`config.mk`:
```
export PLATFORM = sky130hd
export DESIGN_NAME = fetch_pc_unit
export DESIGN_NICKNAME = d
export VERILOG_FILES = /design/src/rtl/cpu_pkg.sv /design/src/rtl/branch_cond_eval.sv /design/src/rtl/fetch_pc_unit.sv
export SDC_FILE = /design/constraint.sdc
export NUM_CORES = 1
export LEC_CHECK = 0
export CORE_ASPECT_RATIO = 2
export CORE_MARGIN = 8
export CORE_UTILIZATION = 40
export DETAILED_ROUTE_END_ITERATION = 6
export DONT_BUFFER_PORTS = 1
export MAX_ROUTING_LAYER = met4
export SLEW_MARGIN = 0
export SYNTH_ARGS = -nofsm -noshare
export SYNTH_HDL_FRONTEND = slang
export SYNTH_HIERARCHICAL = 1
export SYNTH_SLANG_ARGS = --single-unit
export TNS_END_PERCENT = 5
```
`constraint.sdc`:
```
create_clock -name clk -period 3.46 [get_ports clk]
set_input_delay 0.519 -clock clk [delete_from_list [all_inputs] [get_ports clk]]
set_output_delay 0.519 -clock clk [all_outputs]
set_load 0.05 [all_outputs]
```
`src/rtl/cpu_pkg.sv`:
```
// Shared encodings for the fetch/next-PC stage: opcodes, branch condition
// codes, FSM states and flag bit positions, plus the branch offset helper.
package cpu_pkg;

    // Opcodes carried in instr[15:12]
    localparam logic [3:0] OP_ADD = 4'h0;
    localparam logic [3:0] OP_SUB = 4'h1;
    localparam logic [3:0] OP_XOR = 4'h2;
    localparam logic [3:0] OP_SLL = 4'h4;
    localparam logic [3:0] OP_SRA = 4'h5;
    localparam logic [3:0] OP_ROR = 4'h6;
    localparam logic [3:0] OP_B   = 4'hC;
    localparam logic [3:0] OP_BR  = 4'hD;
    localparam logic [3:0] OP_HLT = 4'hF;

    // Branch condition codes carried in instr[11:9]
    localparam logic [2:0] CC_NE  = 3'b000;
    localparam logic [2:0] CC_EQ  = 3'b001;
    localparam logic [2:0] CC_GT  = 3'b010;
    localparam logic [2:0] CC_LT  = 3'b011;
    localparam logic [2:0] CC_GE  = 3'b100;
    localparam logic [2:0] CC_LE  = 3'b101;
    localparam logic [2:0] CC_OV  = 3'b110;
    localparam logic [2:0] CC_UNC = 3'b111;

    typedef enum logic [1:0] {
        ST_FETCH = 2'd0,
        ST_EXEC  = 2'd1,
        ST_HALT  = 2'd2
    } state_e;

    // Flag register layout is {Z,V,N}
    localparam int FLG_Z = 2;
    localparam int FLG_V = 1;
    localparam int FLG_N = 0;

    // Signed 9-bit word offset from instr[8:0], scaled to bytes
    function automatic logic [15:0] branch_offset(input logic [15:0] instr);
        return {{6{instr[8]}}, instr[8:0], 1'b0};
    endfunction

endpackage

```
`src/rtl/branch_cond_eval.sv`:
```
// Combinational evaluation of a B/BR condition code against the flag register.
module branch_cond_eval
    import cpu_pkg::*;
(
    input  logic [2:0] ccc,
    input  logic [2:0] flags,
    output logic       taken
);

    logic z;
    logic v;
    logic n;

    assign z = flags[FLG_Z];
    assign v = flags[FLG_V];
    assign n = flags[FLG_N];

    // Decode the condition code into a single taken bit
    always_comb begin
        taken = 1'b0;
        case (ccc)
            CC_NE:   taken = !z;
            CC_EQ:   taken = z;
            CC_GT:   taken = !z && !n;
            CC_LT:   taken = n;
            CC_GE:   taken = z || (!z && !n);
            CC_LE:   taken = n || z;
            CC_OV:   taken = v;
            default: taken = 1'b1;
        endcase
    end

endmodule

```
`src/rtl/fetch_pc_unit.sv`:
```
// Fetch/next-PC stage: holds the PC, fetches one instruction per FETCH over
// a req/valid port, presents it for one EXEC cycle, owns the {Z,V,N} flags
// and resolves B/BR targets. Stops for good on HLT or a fetch timeout.
module fetch_pc_unit
    import cpu_pkg::*;
#(
    parameter logic [15:0] RESET_PC      = 16'h0000,
    parameter int          FETCH_TIMEOUT = 8
) (
    input  logic        clk,
    input  logic        rst,
    output logic        imem_req,
    output logic [15:0] imem_addr,
    input  logic        imem_valid,
    input  logic [15:0] imem_data,
    output logic [15:0] instr,
    output logic [3:0]  opcode,
    output logic        instr_valid,
    input  logic        pc_source,
    input  logic [15:0] reg_target,
    input  logic        alu_z,
    input  logic        alu_v,
    input  logic        alu_n,
    output logic [2:0]  flags,
    output logic [15:0] pc_plus2,
    output logic        halted,
    output logic        fetch_err
);

    // The wait counter only ever needs to reach FETCH_TIMEOUT-1
    localparam int              CNT_W    = (FETCH_TIMEOUT > 1) ? $clog2(FETCH_TIMEOUT) : 1;
    localparam logic [CNT_W-1:0] CNT_LAST = CNT_W'(FETCH_TIMEOUT - 1);
    localparam logic [CNT_W-1:0] CNT_ONE  = CNT_W'(1);

    state_e            state_q, state_d;
    logic [15:0]       pc_q, pc_d;
    logic [15:0]       instr_q, instr_d;
    logic [2:0]        flags_q, flags_d;
    logic [CNT_W-1:0]  wait_cnt_q, wait_cnt_d;
    logic              halted_q, halted_d;
    logic              fetch_err_q, fetch_err_d;

    logic [3:0]        op;
    logic [15:0]       pc_inc;
    logic              cond_taken;
    logic [15:0]       next_pc;

    assign op     = instr_q[15:12];
    assign pc_inc = pc_q + 16'd2;

    // Condition is judged on the flags as they stood before this EXEC
    branch_cond_eval u_cond (
        .ccc   (instr_q[11:9]),
        .flags (flags_q),
        .taken (cond_taken)
    );

    // Select the sequential, relative-branch or register-branch target
    always_comb begin
        next_pc = pc_inc;
        if (pc_source && cond_taken) begin
            if (op == OP_B) begin
                next_pc = pc_inc + branch_offset(instr_q);
            end else if (op == OP_BR) begin
                next_pc = reg_target;
            end
        end
    end

    // FSM next state, fetch capture, timeout, PC advance and flag update
    always_comb begin
        state_d     = state_q;
        pc_d        = pc_q;
        instr_d     = instr_q;
        flags_d     = flags_q;
        wait_cnt_d  = wait_cnt_q;
        halted_d    = halted_q;
        fetch_err_d = fetch_err_q;
        case (state_q)
            ST_FETCH: begin
                if (imem_valid) begin
                    instr_d    = imem_data;
                    wait_cnt_d = '0;
                    state_d    = ST_EXEC;
                end else if (wait_cnt_q == CNT_LAST) begin
                    fetch_err_d = 1'b1;
                    halted_d    = 1'b1;
                    state_d     = ST_HALT;
                end else begin
                    wait_cnt_d = wait_cnt_q + CNT_ONE;
                end
            end
            ST_EXEC: begin
                if (op == OP_HLT) begin
                    // PC is left pointing at the HLT itself
                    halted_d = 1'b1;
                    state_d  = ST_HALT;
                end else begin
                    pc_d    = next_pc;
                    state_d = ST_FETCH;
                end
                case (op)
                    OP_ADD, OP_SUB: begin
                        flags_d[FLG_Z] = alu_z;
                        flags_d[FLG_V] = alu_v;
                        flags_d[FLG_N] = alu_n;
                    end
                    OP_XOR, OP_SLL, OP_SRA, OP_ROR: begin
                        flags_d[FLG_Z] = alu_z;
                    end
                    default: begin
                        flags_d = flags_q;
                    end
                endcase
            end
            ST_HALT: begin
                state_d = ST_HALT;
            end
            default: begin
                state_d = ST_FETCH;
            end
        endcase
    end

    // State register; reset overrides any in-flight update
    always_ff @(posedge clk) begin
        if (rst) begin
            state_q     <= ST_FETCH;
            pc_q        <= RESET_PC;
            instr_q     <= 16'h0000;
            flags_q     <= 3'b000;
            wait_cnt_q  <= '0;
            halted_q    <= 1'b0;
            fetch_err_q <= 1'b0;
        end else begin
            state_q     <= state_d;
            pc_q        <= pc_d;
            instr_q     <= instr_d;
            flags_q     <= flags_d;
            wait_cnt_q  <= wait_cnt_d;
            halted_q    <= halted_d;
            fetch_err_q <= fetch_err_d;
        end
    end

    assign imem_req    = (state_q == ST_FETCH);
    assign imem_addr   = pc_q;
    assign instr       = instr_q;
    assign opcode      = op;
    assign instr_valid = (state_q == ST_EXEC);
    assign flags       = flags_q;
    assign pc_plus2    = pc_inc;
    assign halted      = halted_q;
    assign fetch_err   = fetch_err_q;

endmodule
```
Word level (Yosys, flattened, before mapping)
Index checks and enable logic that the tools add are counted.

Reductions and logical operators: 19. Equal/unequal tests: 22. Multiplexer cells: 14. Bitwise logic cells: 2. $add $sub $neg: 3.

Operator list (number): $mux 16 (3); $add 16x16->16 (1); $add 16x2->16 const B (1); $eq 3x3->1 const B (4); $eq 4x3->1 const B (3); $eq 4x4->1 const B (3); $reduce_and 2->1 (5); $pmux 1 s7 (1); $eq 3x2->1 const B (2); $mux 2 (3); $mux 3 (2); $pmux 2 s3 (1); $reduce_or 6->1 (1); $eq 4x1->1 const B (1); $eq 4x2->1 const B (1); $logic_not 4->1 (1); $ne 2x1->1 const B (2); $ne 2x2->1 const B (2); $reduce_and 4->1 (1); $add 3x1->3 const B (1); $eq 3x1->1 const B (1); $logic_not 3->1 (1); $mux 1 (3); $ne 3x1->1 const B (1); 11 further kinds (15).

Output and inout bits: 59. Flip-flop bits (word level): 42. Bits of input ports: 39. Logic and storage cells: 68.

Depth between registers and ports, before layout
Gate-level depths: netlist of the first run.

Depth in word-level cells: 6. Mapped depth: 13. Gate-level depth less buffers: 13.

Cells and area by module
Netlist of the first run, hierarchy kept.

Modules (own cells, without submodules): fetch_pc_unit (times used 1, area an instance 2867.8 um^2, seq. area each 840.8 um^2, cells an instance 349); branch_cond_eval (times used 1, area an instance 67.6 um^2, seq. area each 0.0 um^2, cells an instance 8).

Least setup slack after synthesis of the first run
Ideal clock, no wire load.

Path type: reg2reg. Start point: reg pc_q[1], in the netlist imem_addr[1]. End point: reg pc_q[12], in the netlist imem_addr[12]. Setup slack: -0.339 ns. Period minus slack after synthesis: 3.799 ns. Cell stages (with the launch flop): 13. Library setup time: 0.070 ns. Arrival time: 3.729 ns. Buffers on the path: 0. Cell sequence: dfxtp_1 -> ha_1 -> inv_1 -> nor2_2 -> nand3_1 -> xnor2_1 -> ha_1 -> nand4_1 -> a21o_1 -> a31o_2 -> and3_1 -> o31a_1 -> o21ai_1.

Cells in the longest elaborated chain, start to end: 4. Elaborated cells on any way between the ends: 5. Classes of those cells: add/sub: 2; mux: 3.

Ends and longest elaborated chain: start: declaration (line fetch_pc_unit.sv:36) `logic [15:0] pc_q, pc_d;`; start signal: assignment (line fetch_pc_unit.sv:137) `pc_q <= pc_d;`; $add 16x2->16 (line fetch_pc_unit.sv:49) `assign pc_inc = pc_q + 16'd2;`; named net pc_plus2[9] (line fetch_pc_unit.sv:25) `output logic [15:0] pc_plus2,`; $add 16x16->16 (line fetch_pc_unit.sv:63) `next_pc = pc_inc + branch_offset(instr_q);`; $mux 16 (line fetch_pc_unit.sv:62) `if (op == OP_B) begin`; $mux 16 (line fetch_pc_unit.sv:61) `if (pc_source && cond_taken) begin`.

The timed path passes the listed nets, and every way through them passes these cells. A chain may end at the register's enable or synchronous reset.

Worst setup path after layout of the first run
Start point: reg instr_q[10], in the netlist instr[10]. End point: reg pc_q[8], in the netlist imem_addr[8].

Cells in the longest elaborated chain, start to end: 4. Elaborated cells on any way between the ends: 10. Classes of those cells: eq/ne: 6; mux: 2; reduce/logical: 2.

Ends and longest elaborated chain: start: declaration (line fetch_pc_unit.sv:37) `logic [15:0] instr_q, instr_d;`; start signal: assignment (line fetch_pc_unit.sv:138) `instr_q <= instr_d;`; $eq 3x3->1, or another cell as far along (line branch_cond_eval.sv:21) `case (ccc)`; $pmux 1 s7 (*) (line branch_cond_eval.sv:21); named net cond_taken (line fetch_pc_unit.sv:45) `logic cond_taken;`; $logic_and 1x1->1 (*) (line fetch_pc_unit.sv:61); $mux 16 (*) (line fetch_pc_unit.sv:61).

The timed path passes the listed nets; every way through them passes the cells marked *.

==> summary.txt, run 1 <==
Worst setup path
  – Startpoint Class: flop
  – CP max FO: 8
  – CP Capture Type: flop
  – WP data arrival: 3260 ps
  – Worst path required time: approximately 3700 ps
  – CP Cell Sequence: mux2_2 -> o21ai_0 -> a21oi_1 -> and2_1 -> nand2_1 -> nor2_1 -> o211ai_1 -> a31oi_1
  – CP Class: flop to flop
  – Slowest stage cell, crit path: dfxtp_1
  – CP peak stage delay: ~740 ps

Timing
  – Crit path time final: between 3000 and 4000 ps
  – Clk_skew: between 8 and 9 ps
  – RSZ-0062 raised after global routing: no
  – Worst-margin pin slew: 1020 ps
  – Slew HR: 0.318
  – Fin Setup TNS: 0 ps
  – Endpoints failing setup: 0
  – Max Slew Vio Count: 0
  – Max frequency: 330 MHz
  – Hold Vio Cnt, Final: 0
  – Fin Hold WS: between 200 and 300 ps
  – Tcrit/Tclk final: 0.877

Cells and area
  – Nets: ~450
  – Non-filler cells, final: 479
  – Final core occ: 0.485
  – P&R area growth vs syn: 19.1%
  – Fraction of layout cells with a size suffix above 1: 0.189
  – ANT cells: 0

GRT
  – Initial antenna violation count: 0
  – Global-route wire length before repair: approximately 16000 um
  – Largest net degree at the start of global routing: 30
  – Vias in the first global route: between 2000 and 3000
  – GRT Total Usage: 0.197
  – Total gr overflow: 0

Floorplanning
  – Die area: 0.0105 mm^2
  – Site row count: 44
  – Die W: 76.6 um
  – Starting Density: 0.407
  – IO Pins: 98
  – Core Area: 0.00721 mm^2
  – Die height: roughly 140 um

Yosys
  – Synthesis Warnings: 6
  – Number of flops mapped to enable cells by yosys: 0
  – Synthesized Nets: around 420
  – Main synth FF type: dfxtp_1
  – #FFs+latches synth: 42
  – Post-synth top cells: 42 x dfxtp_1, 33 x nand2_1, 33 x nor2_1
  – Cell count after synthesis: between 300 and 400
  – Top-area cell type share of the netlist area: 0.286
  – Cell with the most instances after synthesis: dfxtp_1
  – Area contributors post-synth: dfxtp_1 29%, ha_1 8.5%, a22o_1 4.8%, nand2_1 4.2%, nor2_1 4.2%
  – Yosys cell types: 59
  – Syn avg cell area: roughly 8 um^2
  – Mapped cell area: between 0.002 and 0.003 mm^2
  – Async SR Flop Fraction: 0
  – Biggest area consumer among synthesized cells: dfxtp_1
  – Sequential share of the synthesized area: 0.286

Clock tree
  – Clk root buf: clkbuf_16
  – CTS Hold Bufs: 0
  – Post-CTS resize count: 0
  – H-tree levels: 2
  – Clock tree from TritonCTS: yes
  – Clock Latency Late Sink: between 200 and 300 ps
  – Postcts setup bufs: 0
  – # clock sinks: 42
  – Clk slew on worst S/H paths: 70 ps
  – Max clock buf depth: 2
  – Number of buffers created by CTS: 5

Route
  – Final ANT Viol Nets: 0
  – 1st-iter DRT viols: about 180
  – Vias: between 2000 and 3000
  – Drt drc: 0
  – Average vias per placed instance: roughly 6.1
  – First-pass detailed-route iteration total: 5
  – Drt total wl: between 10000 and 15000 um
  – Routed WL per cell: roughly 21 um

Pwr
  – VDD IR-drop max: roughly 0.34 mV
  – Leak: 1.50 nW
  – Pwr/cell area: 381 mW/mm^2

Placement
  – Dpl cells: around 470
  – Final Wtd Congestion: 0.943
  – DP HPWL: around 8000 um
  – IO Port Bufs: 0

Status
  – Status: complete, no violations

Flow run
  – Max-cap violations: 0

Min path
  – Worst hold path type: input port to flop
[logic make-up (layout without fill, tap and decap cells)]
| logic type | Yosys count | after routing | synth area share |
|---|---|---|---|
| buffers and inverters | 32 | 62 | 0.0507 |
| AO/OA/AOI/OAI | 108 | 108 | 0.249 |
| multiplexers | 7 | 7 | 0.0247 |
| flip-flops | 42 | 42 | 0.286 |
| XOR/XNOR | 24 | 24 | 0.0716 |
| AND/OR/NAND/NOR | 123 | 123 | 0.226 |
| adder cells (fa/ha/maj) | 21 | 21 | 0.0921 |
[area by class of cell]
cell class              instances  area [um^2]
clock inverters                 2         37.5
inverters                      11         41.3
repair buffers                 43          323
multi-input cells             283         2010
clock buffers                   6          129
fillers                       755         3720
well taps                      92          115
flip-flops and latches         42          842
[power by group]
part,switching [mW],internal (mW),total (mW)
Combinational,0.161,0.0781,0.239
Sequential,0.0459,0.502,0.548
Clock,0.205,0.341,0.546
[registers in the layout (all words and copies together), names as in the netlist]
signal      count
state_q         2
flags           3
fetch_err       1
imem_addr      16
halted          1
wait_cnt_q      3
instr          16
[final timing paths]
| kind | startpoint | endpoint | slack [ps] | cells after the start |
|---|---|---|---|---|
| worst min register to register | instr[12] | instr[12] | 510 | 1 |
| worst max-delay path | instr[10] | imem_addr[8] | 430 | 8 |
| worst max register to register | instr[10] | imem_addr[8] | 430 | 8 |
| worst min-delay path | rst | imem_addr[6] | 290 | 1 |
[per-stage QoR]
step | instance area (um^2) | setup slack (ps) | total power, mW
finish | 3490 | 426 | 1.33
global placement | 3330 | 505 | 0.794
floorplan | 2990 | -76.9 | 0.742
global route | 3490 | 238 | 1.38
detailed placement | 3330 | 497 | 0.798
CTS | 3490 | 468 | 1.34
[routing by layer]
layer,track usage,part of all wire,vias to the layer above
met2,0.359,0.55,98
met1,0.181,0.34,1419
met3,0.0487,0.059,29
met4,0.119,0.050,0
met5,-,0,-
li1,-,-,1368
[worst max-delay path, delay by kind of cell, from the launching register on]
| kind | cells | cell delay [ps] |
|---|---|---|
| compound gates | 4 | 680 |
| simple gates | 3 | 1280 |
| flops | 1 | 740 |
| mux | 1 | 280 |
[cell usage in the layout, fill, tap and decap left out, types with 2 or more instances in the layout]
cell       synthesis  layout
o21ai_1            2       2
clkbuf_16          0       5
xor2_1            12      11
nand4_1            5       5
a311oi_1           2       2
nand2b_1           6       6
xnor2_2            0       6
a211oi_1           5       5
inv_1             11      11
nand3_1           12      12
nor2_1            33      33
a31oi_1            9       9
mux2_2             2       2
nor4_4             2       3
nor3_1             3       3
or3_1              3       3
and4_1             2       2
a21oi_1           23      23
dfxtp_1           42      41
a22o_1            16      16
nor2b_1            3       3
nand2_1           33      33
o21ai_0           21      21
a21o_1             4       4
a22oi_1            5       5
xnor2_1           12       6
mux2i_1            5       5
buf_4              7      43
o22ai_1            3       3
o211ai_1           6       6
ha_1              20      20
o31a_1             2       2
and3_1             4       4
a221oi_1           2       2
and2_1             2       2
Power figures use the tool's default switching activity.
==> inputs of run 2 (changes only) <==
SLEW_MARGIN = 20   (was 0)
==> results of run 2 <==
Same layout as run 1: the final DEF is identical, and so are final timing and power.
==> inputs of run 3 (changes only) <==
CTS_CLUSTER_DIAMETER = 30   (was unset)
==> results of run 3 <==
Same layout as run 1: the final DEF is identical, and so are final timing and power.
